### config.mk
export PLATFORM = sky130hd
export DESIGN_NAME = player_input_ctrl_flat
export DESIGN_NICKNAME = d
export VERILOG_FILES = /design/src/rtl/player_input_if.sv /design/src/rtl/player_input_ctrl.sv /design/src/flat_wrapper.sv
export SDC_FILE = /design/constraint.sdc
export NUM_CORES = 1
export LEC_CHECK = 0
export CAP_MARGIN = 20
export CORE_ASPECT_RATIO = 0.75
export CORE_MARGIN = 2
export CORE_UTILIZATION = 40
export DETAILED_ROUTE_END_ITERATION = 8
export GPL_TIMING_DRIVEN = 0
export MAX_ROUTING_LAYER = met4
export SLEW_MARGIN = 0
export SYNTH_ARGS = -nofsm -noshare
export SYNTH_HDL_FRONTEND = slang
export SYNTH_SLANG_ARGS = --single-unit
### constraint.sdc
create_clock -name clk -period 1.6 [get_ports clk]
set_input_delay 0.24 -clock clk [delete_from_list [all_inputs] [get_ports clk]]
set_output_delay 0.24 -clock clk [all_outputs]
set_load 0.005 [all_outputs]
### src/rtl/player_input_if.sv
// Player control bus: frame strobe and raw buttons in, conditioned command levels out.
// The conditioner (player_input_ctrl) takes the slave side; the driver of buttons and
// frame ticks, plus the consumer of the command levels, takes the master side.
interface player_input_if;
  logic       frame_tick;
  logic [4:0] btn_raw;
  logic       right;
  logic       left;
  logic       jump;
  logic       squat;
  logic       defend;

  modport master (output frame_tick, btn_raw,
                  input  right, left, jump, squat, defend);
  modport slave  (input  frame_tick, btn_raw,
                  output right, left, jump, squat, defend);
endinterface

### src/rtl/player_input_ctrl.sv
// player_input_ctrl: synchronise, debounce and resolve one player's five buttons,
// presenting frame-aligned right/left/jump/squat/defend levels downstream.
// Optional feature macro: PLAYER_INPUT_JUMP_REPEAT_EN. When defined, a held jump
// button requests a jump on every frame tick. When undefined, each debounced press
// yields one jump frame.

// Per-button lane: polarity fix, 2-flop synchroniser, debounce counter.
module player_input_lane #(
  parameter logic [15:0] DEBOUNCE_CYC   = 16'd50000,
  parameter bit          BTN_ACTIVE_LOW = 1'b1
) (
  input  logic clk,
  input  logic rst_n,
  input  logic raw_i,
  output logic db_o
);
  logic        pressed;
  logic [1:0]  sync_q;
  logic [15:0] cnt_q, cnt_d;
  logic        db_q, db_d;

  assign pressed = BTN_ACTIVE_LOW ? ~raw_i : raw_i;

  // Two-flop synchroniser; sync_q[1] is the clean sample.
  always_ff @(posedge clk or negedge rst_n)
    if (!rst_n) sync_q <= '0;
    else        sync_q <= {sync_q[0], pressed};

  // Any match clears the run; DEBOUNCE_CYC consecutive mismatches flip db.
  always_comb begin
    cnt_d = '0;
    db_d  = db_q;
    if (sync_q[1] != db_q) begin
      if (cnt_q == DEBOUNCE_CYC - 16'd1) db_d  = ~db_q;
      else                               cnt_d = cnt_q + 16'd1;
    end
  end

  // Debounce state register.
  always_ff @(posedge clk or negedge rst_n)
    if (!rst_n) begin
      cnt_q <= '0;
      db_q  <= 1'b0;
    end else begin
      cnt_q <= cnt_d;
      db_q  <= db_d;
    end

  assign db_o = db_q;
endmodule

module player_input_ctrl #(
  parameter logic [15:0] DEBOUNCE_CYC   = 16'd50000,
  parameter bit          BTN_ACTIVE_LOW = 1'b1
) (
  input  logic           clk,
  input  logic           rst_n,
  player_input_if.slave  bus
);
  localparam int NUM_BTN  = 5;
  localparam int B_RIGHT  = 0;
  localparam int B_LEFT   = 1;
  localparam int B_JUMP   = 2;
  localparam int B_SQUAT  = 3;
  localparam int B_DEFEND = 4;

  typedef enum logic [1:0] {DIR_NONE = 2'd0, DIR_R = 2'd1, DIR_L = 2'd2} dir_e;

  logic [NUM_BTN-1:0] db;
  logic [2:0]         db_prev_q;
  logic [2:0]         rise;
  dir_e               dir_q, dir_d;
  logic               jump_pend_q, jump_pend_d;
  logic               jump_src;
  logic [NUM_BTN-1:0] out_q, out_d;

  for (genvar g = 0; g < NUM_BTN; g++) begin : g_lane
    player_input_lane #(
      .DEBOUNCE_CYC  (DEBOUNCE_CYC),
      .BTN_ACTIVE_LOW(BTN_ACTIVE_LOW)
    ) u_lane (
      .clk  (clk),
      .rst_n(rst_n),
      .raw_i(bus.btn_raw[g]),
      .db_o (db[g])
    );
  end

  // Rising edges of the debounced right/left/jump levels.
  assign rise = db[2:0] & ~db_prev_q;

`ifdef PLAYER_INPUT_JUMP_REPEAT_EN
  assign jump_src = db[B_JUMP];
`else
  assign jump_src = rise[B_JUMP];
`endif

  // Direction state register.
  always_ff @(posedge clk or negedge rst_n)
    if (!rst_n) dir_q <= DIR_NONE;
    else        dir_q <= dir_d;

  // Last-pressed wins; a simultaneous press of both keeps the current choice,
  // releasing the selected side falls back to the other side if still held.
  always_comb begin
    dir_d = dir_q;
    if (rise[B_RIGHT] && !rise[B_LEFT])              dir_d = DIR_R;
    else if (rise[B_LEFT] && !rise[B_RIGHT])         dir_d = DIR_L;
    else if (dir_q == DIR_R && !db[B_RIGHT])         dir_d = db[B_LEFT]  ? DIR_L : DIR_NONE;
    else if (dir_q == DIR_L && !db[B_LEFT])          dir_d = db[B_RIGHT] ? DIR_R : DIR_NONE;
  end

  // Jump latch: a tick consumes the pending request; an edge landing on that
  // same tick is consumed only if nothing was already pending.
  always_comb begin
    jump_pend_d = jump_pend_q | rise[B_JUMP];
    if (bus.frame_tick) jump_pend_d = jump_pend_q & rise[B_JUMP];
  end

  // Frame-aligned output values; hold between ticks.
  always_comb begin
    out_d = out_q;
    if (bus.frame_tick) begin
      out_d[B_RIGHT]  = (dir_q == DIR_R);
      out_d[B_LEFT]   = (dir_q == DIR_L);
      out_d[B_JUMP]   = jump_pend_q | jump_src;
      out_d[B_SQUAT]  = db[B_SQUAT];
      out_d[B_DEFEND] = db[B_DEFEND];
    end
  end

  // Edge history, jump latch and output registers.
  always_ff @(posedge clk or negedge rst_n)
    if (!rst_n) begin
      db_prev_q   <= '0;
      jump_pend_q <= 1'b0;
      out_q       <= '0;
    end else begin
      db_prev_q   <= db[2:0];
      jump_pend_q <= jump_pend_d;
      out_q       <= out_d;
    end

  assign bus.right  = out_q[B_RIGHT];
  assign bus.left   = out_q[B_LEFT];
  assign bus.jump   = out_q[B_JUMP];
  assign bus.squat  = out_q[B_SQUAT];
  assign bus.defend = out_q[B_DEFEND];
endmodule

### src/flat_wrapper.sv
// flat-port wrapper written by rule: the top's interface ports become plain ports
module player_input_ctrl_flat 
#(
  parameter logic [15:0] DEBOUNCE_CYC   = 16'd50000,
  parameter bit          BTN_ACTIVE_LOW = 1'b1
)
  (clk, rst_n, bus_frame_tick, bus_btn_raw, bus_right, bus_left, bus_jump, bus_squat, bus_defend);
  player_input_if bus_i ();
  input  logic clk;
  input  logic rst_n;
  input wire logic [$bits(bus_i.frame_tick)-1:0] bus_frame_tick;
  input wire logic [$bits(bus_i.btn_raw)-1:0] bus_btn_raw;
  output wire logic [$bits(bus_i.right)-1:0] bus_right;
  output wire logic [$bits(bus_i.left)-1:0] bus_left;
  output wire logic [$bits(bus_i.jump)-1:0] bus_jump;
  output wire logic [$bits(bus_i.squat)-1:0] bus_squat;
  output wire logic [$bits(bus_i.defend)-1:0] bus_defend;
  assign bus_i.frame_tick = bus_frame_tick;
  assign bus_i.btn_raw = bus_btn_raw;
  assign bus_right = bus_i.right;
  assign bus_left = bus_i.left;
  assign bus_jump = bus_i.jump;
  assign bus_squat = bus_i.squat;
  assign bus_defend = bus_i.defend;
  player_input_ctrl #(.DEBOUNCE_CYC(DEBOUNCE_CYC), .BTN_ACTIVE_LOW(BTN_ACTIVE_LOW)) u_core (.clk(clk), .rst_n(rst_n), .bus(bus_i));
endmodule
==> flow_summary_export.csv, run 1 <==
group,metric,value,unit
outcome,outcome,"finished with violations",
outcome,violations,"setup timing",
die,core_region_area,11740,sq um
clock_network,cts-root-buf,"clkbuf_16",
yosys,ys_ff_latch,106,
yosys,synth-warning-count,0,
power,p_leak,2.431,nW
job,maxCapViolations,0,
yosys,synth.area.top_cells,"dfrtp_1 54%, xnor2_1 11%, nor2_1 7.2%, nor4_1 3.0%, nand3_1 2.8%",
yosys,synth_cell_types,37,
setup_path,r2r_cells,6,
sta,tightestPinTransition,0.5832,ns
clock_network,max-clock-path-buffers,2,
die,die_x,131.5,um
grt,grt_pass1_vias,3405,
setup_path,crit_type,"register to register",
place,port_buffers,12,
setup_path,reg2reg_setup_slack,-0.1,ns
sta,layout_setup_ws,-0.09881,ns
clock_network,cts_tree,"yes",
route,postRouteAntennaNets,0,
die,top_level_ports,13,
clock_network,path_clk_slew,0.07,ns
yosys,syn_area,4876,sq um
sta,hold_ws,0.3521,ns
sta,max_freq,0.5886,GHz
yosys,synth_top_cell_by_area,"dfrtp_1",
sta,slew-limit-headroom,61.12,%
hold_path,hold_class,"register to register",
place,dpl-instance-area,5246,sq um
yosys,syn_inst,469,
sta,drv_slew,0,
grt,antenna_found_initial,0,
setup_path,arrival,1.94,ns
place,placed_cells,644,
clock_network,clk_latency,0.35,ns
route,vias,3503,
route,drt-total-wl,9.837,mm
die,initial_core_util,41.53,%
yosys,synth_top_area_share,54.40,%
grt,grt_pass1_wl,15.89,mm
setup_path,cp-start-kind,"register",
route,firstDrtPassIters,4,
clock_network,htreeDepth,3,
die,die_h,99.62,um
setup_path,crit_path_start,"u_core.g_lane[1].u_lane.cnt_q[5]",
sta,clock_skew,0.01322,ns
layout,diodes,0,
die,dieArea,13100,sq um
power,p_sw,1.164,mW
power,p_total,5.041,mW
route,routedWlPerCell,14.17,um
layout,final_core_util,52.11,%
sta,hold_viol,0,
setup_path,crit_end,"u_core.g_lane[1].u_lane.cnt_q[0]",
route,drcViolationCount,0,
sta,tns,-2.729,ns
yosys,avgSynthCellArea,10.40,sq um
place,hpwl,5.986,mm
power,peakVddDrop,0.0005705,V
layout,nFillCells,1039,
yosys,synth_fp_nets,484,
setup_path,end_kind,"register",
sta,setup_violations,47,
setup_path,path_max_fanout,7,
power,comb_power_share,4.8,%
clock_network,cts_buffers,9,
power,powerDensity,823.8,nW/um^2
layout,syn2layout_area_growth,25.48,%
die,rows,34,
place,gp_congestion,0.7664,
power,p_seq_share,54.8,%
sta,fin_crit,1.699,ns
clock_network,cts_sinks,106,
layout,drive_above_1_share,24.25,%
layout,design_area,6118,sq um
sta,rsz0062_at_grt,"true",
setup_path,crit_required,1.84,ns
route,first_iter_violations,204,
power,internal-power,3.876,mW
setup_path,r2r-end,"u_core.g_lane[1].u_lane.cnt_q[0]",
sta,fin_crit_sh,106.2,%
layout,nets,544,
power,switching_share,23.09,%
place,post-place-ws,-0.4011,ns
layout,finalNonFillerCells,694,
setup_path,r2r-start,"u_core.g_lane[1].u_lane.cnt_q[5]",
power,clkPwrFrac,40.3,%
yosys,yosysSeqAreaShare,54.40,%
grt,grt.overflow.total,0,
grt,grt_max_degree,64,
grt,grtUsageTotal,15.48,%
route,via_per_inst,5.048,
==> worst max-delay path, cell delays in order, from the launching register on <==
cell     delay, ns
dfrtp_1       0.40
nor4b_2       0.33
nand3_2       0.16
o41ai_4       0.32
buf_6         0.19
buf_8         0.14
nor2_2        0.04
==> what timing repair did <==
action | 4_1_cts | 5_1_grt
setup buffers | 28 | 6
hold buffers | 1 | 0
setup endpoints to repair | 68 | 77
pin swaps | 35 | 19
endpoints found under the hold margin | 43 | 0
resized for setup | 33 | 50
gates cloned | 1 | 0
==> worst min-delay path by stage <==
stage	startpoint	endpoint	cells after the start
floorplan	rst_n	u_core.db_prev_q[0]	0
global placement	u_core.g_lane[0].u_lane.sync_q[0]	u_core.g_lane[0].u_lane.sync_q[1]	0
detailed placement	rst_n	u_core.g_lane[4].u_lane.cnt_q[4]	1
CTS	u_core.g_lane[0].u_lane.sync_q[0]	u_core.g_lane[0].u_lane.sync_q[1]	0
global route	bus_btn_raw[2]	u_core.g_lane[2].u_lane.sync_q[0]	2
finish	u_core.g_lane[1].u_lane.sync_q[0]	u_core.g_lane[1].u_lane.sync_q[1]	0
==> area by class of cell <==
type	instances	area, sq um	share of cell area [%]
sequential	106	2660	43.48
multi-input combinational	333	2404	39.28
timing repair buffer	49	440.4	7.198
clock buffer	9	225.2	3.681
tap	162	202.7	3.313
inverter	25	93.84	1.534
buffer	5	52.55	0.8589
clock inverter	5	40.04	0.6544
==> power by group through the flow <==
| stage | logic, mW | clock network (mW) | registers, mW |
|---|---|---|---|
| global placement | 0.191 | 0 | 2.81 |
| finish | 0.243 | 2.03 | 2.76 |
| detailed placement | 0.202 | 0 | 2.81 |
| floorplan | 0.0921 | 0 | 2.81 |
| global route | 0.278 | 2.21 | 2.77 |
| CTS | 0.236 | 2.10 | 2.76 |
==> cell usage after synthesis (all sizes together) <==
library cell	n
a21oi	4
a31o	1
and3	5
buf	3
clkbuf	2
dfrtp	106
ha	7
inv	25
maj3	1
mux2	7
nand2	23
nand2b	3
nand3	28
nand3b	1
nand4	18
nor2	93
nor2b	3
nor3	18
nor3b	1
nor4	23
nor4b	4
nor4bb	4
o21a	1
o21ai	3
o22ai	1
o31ai	1
o32a	1
o41ai	3
or2	1
or3	4
or4	1
xnor2	60
xor2	13
==> sequential cells by signal, summed over array words and instances (netlist names) <==
name and flops:
u_core.g_lane.u_lane.sync_q 10, u_core.g_lane.u_lane.db_o 5, u_core.out_q 5, u_core.g_lane.u_lane.cnt_q 80
u_core.jump_pend_q 1, u_core.db_prev_q 3, u_core.dir_q 2
==> per-layer routing <==
| layer | track usage [%] | share of wire, % |
|---|---|---|
| met1 | 20.56 | 49 |
| met2 | 23.08 | 48 |
| met3 | 4.230 | 2.3 |
| met4 | 5.184 | 1.0 |
| met5 | - | 0 |
==> cell usage in the layout (no fill, tap or decap), types with 3 or more instances in the layout <==
| cell | count |
|---|---|
| and3_1 | 4 |
| buf_4 | 31 |
| buf_6 | 8 |
| clkbuf_16 | 9 |
| clkdlybuf4s50_1 | 11 |
| dfrtp_1 | 100 |
| dfrtp_2 | 6 |
| ha_1 | 5 |
| inv_1 | 25 |
| mux2_2 | 6 |
| nand2_1 | 21 |
| nand2b_1 | 3 |
| nand3_1 | 21 |
| nand3_2 | 5 |
| nand4_1 | 18 |
| nor2_1 | 77 |
| nor2_2 | 14 |
| nor2b_1 | 3 |
| nor3_1 | 18 |
| nor4_1 | 11 |
| nor4_2 | 11 |
| o41ai_4 | 3 |
| or3_4 | 4 |
| xnor2_1 | 60 |
| xor2_1 | 13 |
==> cells by family (layout without fill, tap and decap cells) <==
family,after synthesis,in the layout,share of synthesized area [%]
xor+xnor,73,73,13.11
compound gates,15,15,3.233
mux,7,7,1.617
buf+inv,30,93,2.438
simple gates,230,230,23.20
flops,106,106,54.40
fa+ha+maj,8,8,2.001
(Power assumes the default switching activity.)
==> inputs of run 2 (changes only) <==
--- a/config.mk
+++ b/config.mk
@@ -10,8 +10,8 @@
 export CORE_MARGIN = 2
 export CORE_UTILIZATION = 40
 export DETAILED_ROUTE_END_ITERATION = 8
-export GPL_TIMING_DRIVEN = 0
 export MAX_ROUTING_LAYER = met4
+export RECOVER_POWER = 100
 export SLEW_MARGIN = 0
 export SYNTH_ARGS = -nofsm -noshare
 export SYNTH_HDL_FRONTEND = slang
==> run 2 against run 1 <==
  * The flow now finishes without violations
  * Sequential cell count did not move
  * Clock power barely moved
  * First-iteration DRC count increased by 4.4%
  * Count of clock-buffer cells in the layout grew 1
==> flow_summary_export.csv, run 2 (synthesis gave the netlist of run 1 again) <==
group,metric,value,unit
outcome,outcome,"finished clean",
layout,reg_top3,"u_core.g_lane.u_lane.cnt_q x80, u_core.g_lane.u_lane.sync_q x10",
setup_path,cp.depth,6,
place,placed_cells,693,
setup_path,cp_cell_sequence,"nor4b_2 > nand3b_1 > buf_4 > o41ai_4 > buf_6 > nor2_1",
layout,syn2layout_area_growth,26.97,%
die,die_h,99.62,um
route,routedWlPerCell,13.07,um
power,comb_power_share,4.9,%
clock_network,cts-root-buf,"clkbuf_16",
sta,drv_slew,0,
setup_path,end_kind,"register",
layout,final_core_util,52.73,%
grt,grt_max_degree,107,
sta,rsz0062_at_grt,"true",
setup_path,r2r-start,"u_core.g_lane[4].u_lane.cnt_q[12]",
setup_path,path_max_fanout,8,
sta,hold_viol,0,
grt,grt.overflow.total,0,
grt,antenna_found_initial,0,
layout,finalNonFillerCells,719,
die,rows,34,
setup_path,worst-path-buf-inv,2,
place,hpwl,6.270,mm
power,p_seq_share,54.8,%
power,clkPwrFrac,40.3,%
power,internal-power,3.885,mW
layout,top_register,"u_core.g_lane.u_lane.cnt_q",
die,die_x,131.5,um
route,via_per_inst,4.968,
route,postRouteAntennaNets,0,
sta,fin_crit,1.600,ns
power,p_leak,2.558,nW
route,drt-total-wl,9.395,mm
sta,setup_violations,0,
power,p_sw,1.148,mW
route,first_iter_violations,213,
setup_path,crit_type,"register to register",
clock_network,clk_latency,0.34,ns
grt,grt_pass1_vias,3407,
grt,grtUsageTotal,15.30,%
setup_path,crit_required,1.84,ns
clock_network,cts_tree,"yes",
clock_network,htreeDepth,3,
setup_path,arrival,1.84,ns
setup_path,reg2reg_setup_slack,0.0001,ns
sta,slew-limit-headroom,37.56,%
die,core_region_area,11740,sq um
layout,drive_above_1_share,24.60,%
power,peakVddDrop,0.0005323,V
grt,grt_pass1_wl,15.79,mm
setup_path,r2r_cells,6,
place,gp_congestion,0.7810,
sta,tightestPinTransition,0.9366,ns
hold_path,hold_class,"register to register",
setup_path,crit_end,"u_core.g_lane[4].u_lane.cnt_q[4]",
die,dieArea,13100,sq um
place,port_buffers,12,
job,maxCapViolations,0,
setup_path,crit_family,"simple AND/OR/NAND/NOR gates",
power,powerDensity,813.0,nW/um^2
layout,largest_reg_flops,80,
power,switching_share,22.81,%
layout,nets,567,
setup_path,r2r-end,"u_core.g_lane[4].u_lane.cnt_q[4]",
clock_network,cts_buffers,9,
sta,fin_crit_sh,99.99,%
layout,mostFrequentLayoutCell,"dfrtp_1",
sta,clock_skew,0.006401,ns
clock_network,max-clock-path-buffers,2,
route,drcViolationCount,0,
setup_path,max_stage_delay,0.39,ns
layout,layout_common_cells,"106 x dfrtp_1, 77 x nor2_1, 60 x xnor2_1",
die,initial_core_util,41.53,%
route,vias,3572,
setup_path,critPathSlowestCell,"dfrtp_1",
clock_network,cts_sinks,106,
setup_path,crit_path_start,"u_core.g_lane[4].u_lane.cnt_q[12]",
setup_path,cp-start-kind,"register",
die,top_level_ports,13,
route,firstDrtPassIters,4,
sta,max_freq,0.6250,GHz
layout,diodes,0,
clock_network,path_clk_slew,0.07,ns
[run 2: cell count changes in the layout (fill, tap and decap cells not counted), sizes merged]
| cell | change |
|---|---|
| clkinv | +2 |
| buf | +20 |
| dlygate4sd3 | +11 |
| clkdlybuf4s50 | -11 |
| clkbuf | +4 |
| inv | -1 |
[run 2: area by class of cell]
cell class              count  area, sq um
inverters                  25        93.84
clock buffers              10        229.0
multi-input cells         333         2346
flip-flops and latches    106         2653
fillers                  1082         5550
clock inverters             6        42.54
repair buffers             77        624.3
well taps                 162        202.7
[run 2: per-stage QoR]
stage | total power, mW | instance area [sq um] | setup TNS [ns] | hold WS (ns) | setup slack, ns
after global routing | 5.262 | 6191 | -1.945 | 0.3572 | -0.05024
after floorplan | 2.898 | 4898 | -0.8276 | -0.05559 | -0.04184
after detailed placement | 3.049 | 5627 | -0.2836 | 0.3347 | -0.05943
after global placement | 3.040 | 5627 | -0.003847 | 0.3330 | -0.003847
after CTS | 5.103 | 5969 | -0.02045 | 0.3511 | -0.02045
final | 5.033 | 6191 | 0 | 0.3494 | 0.0001035
[run 2: worst min-delay path by stage]
stage / from / to / slack, ns / cells after the start
final: u_core.g_lane[0].u_lane.sync_q[0] / u_core.g_lane[0].u_lane.sync_q[1] / 0.35 / 0
after global routing: u_core.g_lane[4].u_lane.sync_q[0] / u_core.g_lane[4].u_lane.sync_q[1] / 0.36 / 0
after CTS: u_core.g_lane[0].u_lane.sync_q[0] / u_core.g_lane[0].u_lane.sync_q[1] / 0.35 / 0
after detailed placement: u_core.g_lane[0].u_lane.sync_q[0] / u_core.g_lane[0].u_lane.sync_q[1] / 0.33 / 0
after global placement: u_core.g_lane[1].u_lane.sync_q[0] / u_core.g_lane[1].u_lane.sync_q[1] / 0.33 / 0
after floorplan: rst_n / u_core.db_prev_q[0] / -0.06 / 0
[run 2: routing by layer]
layer  vias to the layer above  track usage (%)  part of all wire (%)
li1                       1766                -                     -
met1                      1771            20.82                    50
met2                        27            22.63                    46
met5                         -                -                     0
met3                         8            3.976                   2.2
met4                         0            4.599                   1.1
[run 2: timing repair]
item	4_1_cts	5_1_grt
setup buffers	3	6
resized for setup	7	50
hold endpoints to repair	42	0
pin swaps	3	27
setup endpoints to repair	19	82
hold buffers	1	0
[run 2: power by group through the flow]
| stage | sequential [mW] | combinational (mW) | clock (mW) |
|---|---|---|---|
| 2_1_floorplan | 2.81 | 0.0921 | 0 |
| 3_3_place_gp | 2.81 | 0.235 | 0 |
| 3_5_place_dp | 2.81 | 0.242 | 0 |
| 4_1_cts | 2.76 | 0.245 | 2.10 |
| 5_1_grt | 2.76 | 0.283 | 2.22 |
| 6_report | 2.76 | 0.248 | 2.03 |
==> inputs of run 3 (changes only) <==
--- a/config.mk
+++ b/config.mk
@@ -5,7 +5,6 @@
 export SDC_FILE = /design/constraint.sdc
 export NUM_CORES = 1
 export LEC_CHECK = 0
-export CAP_MARGIN = 20
 export CORE_ASPECT_RATIO = 0.75
 export CORE_MARGIN = 2
 export CORE_UTILIZATION = 40
==> constraint.sdc (replaced) <==
create_clock -name clk -period 1.78 [get_ports clk]
set_input_delay 0.267 -clock clk [delete_from_list [all_inputs] [get_ports clk]]
set_output_delay 0.267 -clock clk [all_outputs]
set_load 0.005 [all_outputs]
==> run 3 against run 2 <==
  * First-iteration DRC count is 21% lower
  * Sequential cell count stayed put
  * Setup slack better by 0.059 ns
  * Fmax is 7.0% lower
  * Register-to-register slack better by 0.06 ns
  * Non-clock buffer count is 44 lower
  * Sequential power is 10% lower
  * Clock skew is 0.0030 ns lower
  * Cell area is 8.1% lower
  * Via count is 6.7% lower
  * Cell count is 6.1% lower
  * Global-route usage is 0.91 points lower
==> flow_summary_export.csv, run 3 (synthesis gave the netlist of run 1 again) <==
group,metric,value,unit
layout,layout_common_cells,"106 x dfrtp_1, 93 x nor2_1, 60 x xnor2_1",
layout,largest_reg_flops,80,
layout,syn2layout_area_growth,16.68,%
clock_network,cts_tree,"yes",
setup_path,reg2reg_setup_slack,0.06,ns
grt,grt_pass1_vias,3311,
route,postRouteAntennaNets,0,
grt,grt.overflow.total,0,
hold_path,hold_class,"register to register",
route,vias,3332,
grt,grtUsageTotal,14.39,%
route,first_iter_violations,169,
route,firstDrtPassIters,4,
power,powerDensity,859.9,nW/um^2
clock_network,cts-root-buf,"clkbuf_16",
sta,rsz0062_at_grt,"true",
layout,reg_top3,"u_core.g_lane.u_lane.cnt_q x80, u_core.g_lane.u_lane.sync_q x10",
clock_network,cts_buffers,9,
layout,mostFrequentLayoutCell,"dfrtp_1",
clock_network,cts_sinks,106,
die,top_level_ports,13,
place,hpwl,5.992,mm
grt,antenna_found_initial,0,
route,routedWlPerCell,12.85,um
layout,multi_input_area,2130,sq um
sta,fin_crit,1.721,ns
setup_path,cp-start-kind,"register",
setup_path,end_kind,"register",
clock_network,path_clk_slew,0.07,ns
place,port_buffers,12,
power,peakVddDrop,0.0005648,V
clock_network,clk_latency,0.34,ns
sta,hold_ws,0.3523,ns
grt,grt_pass1_wl,15.12,mm
clock_network,cts_setup_buffers,0,
route,drcViolationCount,0,
sta,clock_skew,0.003380,ns
layout,diodes,0,
die,dieArea,13100,sq um
job,maxCapViolations,0,
die,rows,34,
die,die_x,131.5,um
sta,setup_violations,0,
layout,nFillCells,1102,
layout,drive_above_1_share,10.33,%
sta,hold_viol,0,
die,core_region_area,11740,sq um
clock_network,max-clock-path-buffers,2,
sta,layout_setup_ws,0.05918,ns
power,p_leak,2.373,nW
sta,slew-limit-headroom,51.71,%
layout,top_register,"u_core.g_lane.u_lane.cnt_q",
layout,final_core_util,48.45,%
route,drt-total-wl,8.674,mm
sta,fin_crit_sh,96.68,%
sta,drv_slew,0,
setup_path,arrival,1.95,ns
sta,tightestPinTransition,0.7243,ns
die,initial_core_util,41.53,%
grt,grt_max_degree,43,
route,via_per_inst,4.936,
setup_path,crit_type,"register to register",
die,die_h,99.62,um
outcome,outcome,"finished clean",
setup_path,crit_required,2.01,ns
layout,nets,523,
clock_network,htreeDepth,3,
place,gp_congestion,0.8582,
layout,register_area,2653,sq um
setup_path,path_max_fanout,3,
place,post-place-ws,0.03407,ns
sta,max_freq,0.5811,GHz
[run 3: power breakdown]
| part | internal [mW] | leakage (nW) | switching (mW) |
|---|---|---|---|
| clock network | 1.37 | 0.166 | 0.862 |
| registers | 2.45 | 1.44 | 0.0340 |
| logic | 0.0639 | 0.763 | 0.110 |
[run 3: routing by layer]
layer	vias up	share of wire [%]	track usage [%]
met5	-	0	-
met4	0	0.83	3.428
met3	9	2.8	3.415
met2	41	45	22.35
met1	1609	51	19.26
li1	1673	-	-
[run 3: through the flow]
stage	instance area, sq um	power (mW)	TNS (ns)	instances
after floorplan	4876	2.603	0	469
after global placement	5346	2.714	0	658
after detailed placement	5346	2.717	0	658
after CTS	5698	4.987	0	675
after global routing	5689	5.104	-0.4264	675
final	5689	4.892	0	675
[run 3: critical path, stage by stage (launching register included)]
cell and delay (ns):
dfrtp_1 0.42, nor4_2 0.32, nand3_1 0.22, nor4_2 0.30, mux2_2 0.36
[run 3: worst paths after layout]
kind	from	end	cells past startpoint
worst max-delay path	u_core.g_lane[3].u_lane.cnt_q[13]	u_core.g_lane[3].u_lane.db_o	4
worst min-delay path	u_core.g_lane[3].u_lane.sync_q[0]	u_core.g_lane[3].u_lane.sync_q[1]	0
worst max register to register	u_core.g_lane[3].u_lane.cnt_q[13]	u_core.g_lane[3].u_lane.db_o	4
worst min register to register	u_core.g_lane[3].u_lane.sync_q[0]	u_core.g_lane[3].u_lane.sync_q[1]	0
max in group asynchronous	rst_n	u_core.g_lane[1].u_lane.cnt_q[12]	3
min in group asynchronous	rst_n	u_core.g_lane[3].u_lane.cnt_q[10]	2
[run 3: area by class of cell]
type | instances | share of cell area [%]
inverters | 25 | 1.649
clock inverters | 7 | 2.045
multi-input cells | 333 | 37.43
clock buffers | 9 | 3.959
repair buffers | 33 | 4.728
well taps | 162 | 3.563
flip-flops and latches | 106 | 46.62
[run 3: repair_timing]
item,in CTS,in global routing
hold buffers,1,0
endpoints found under the hold margin,26,0
gates resized for setup,0,6
endpoints found under the setup margin,0,19
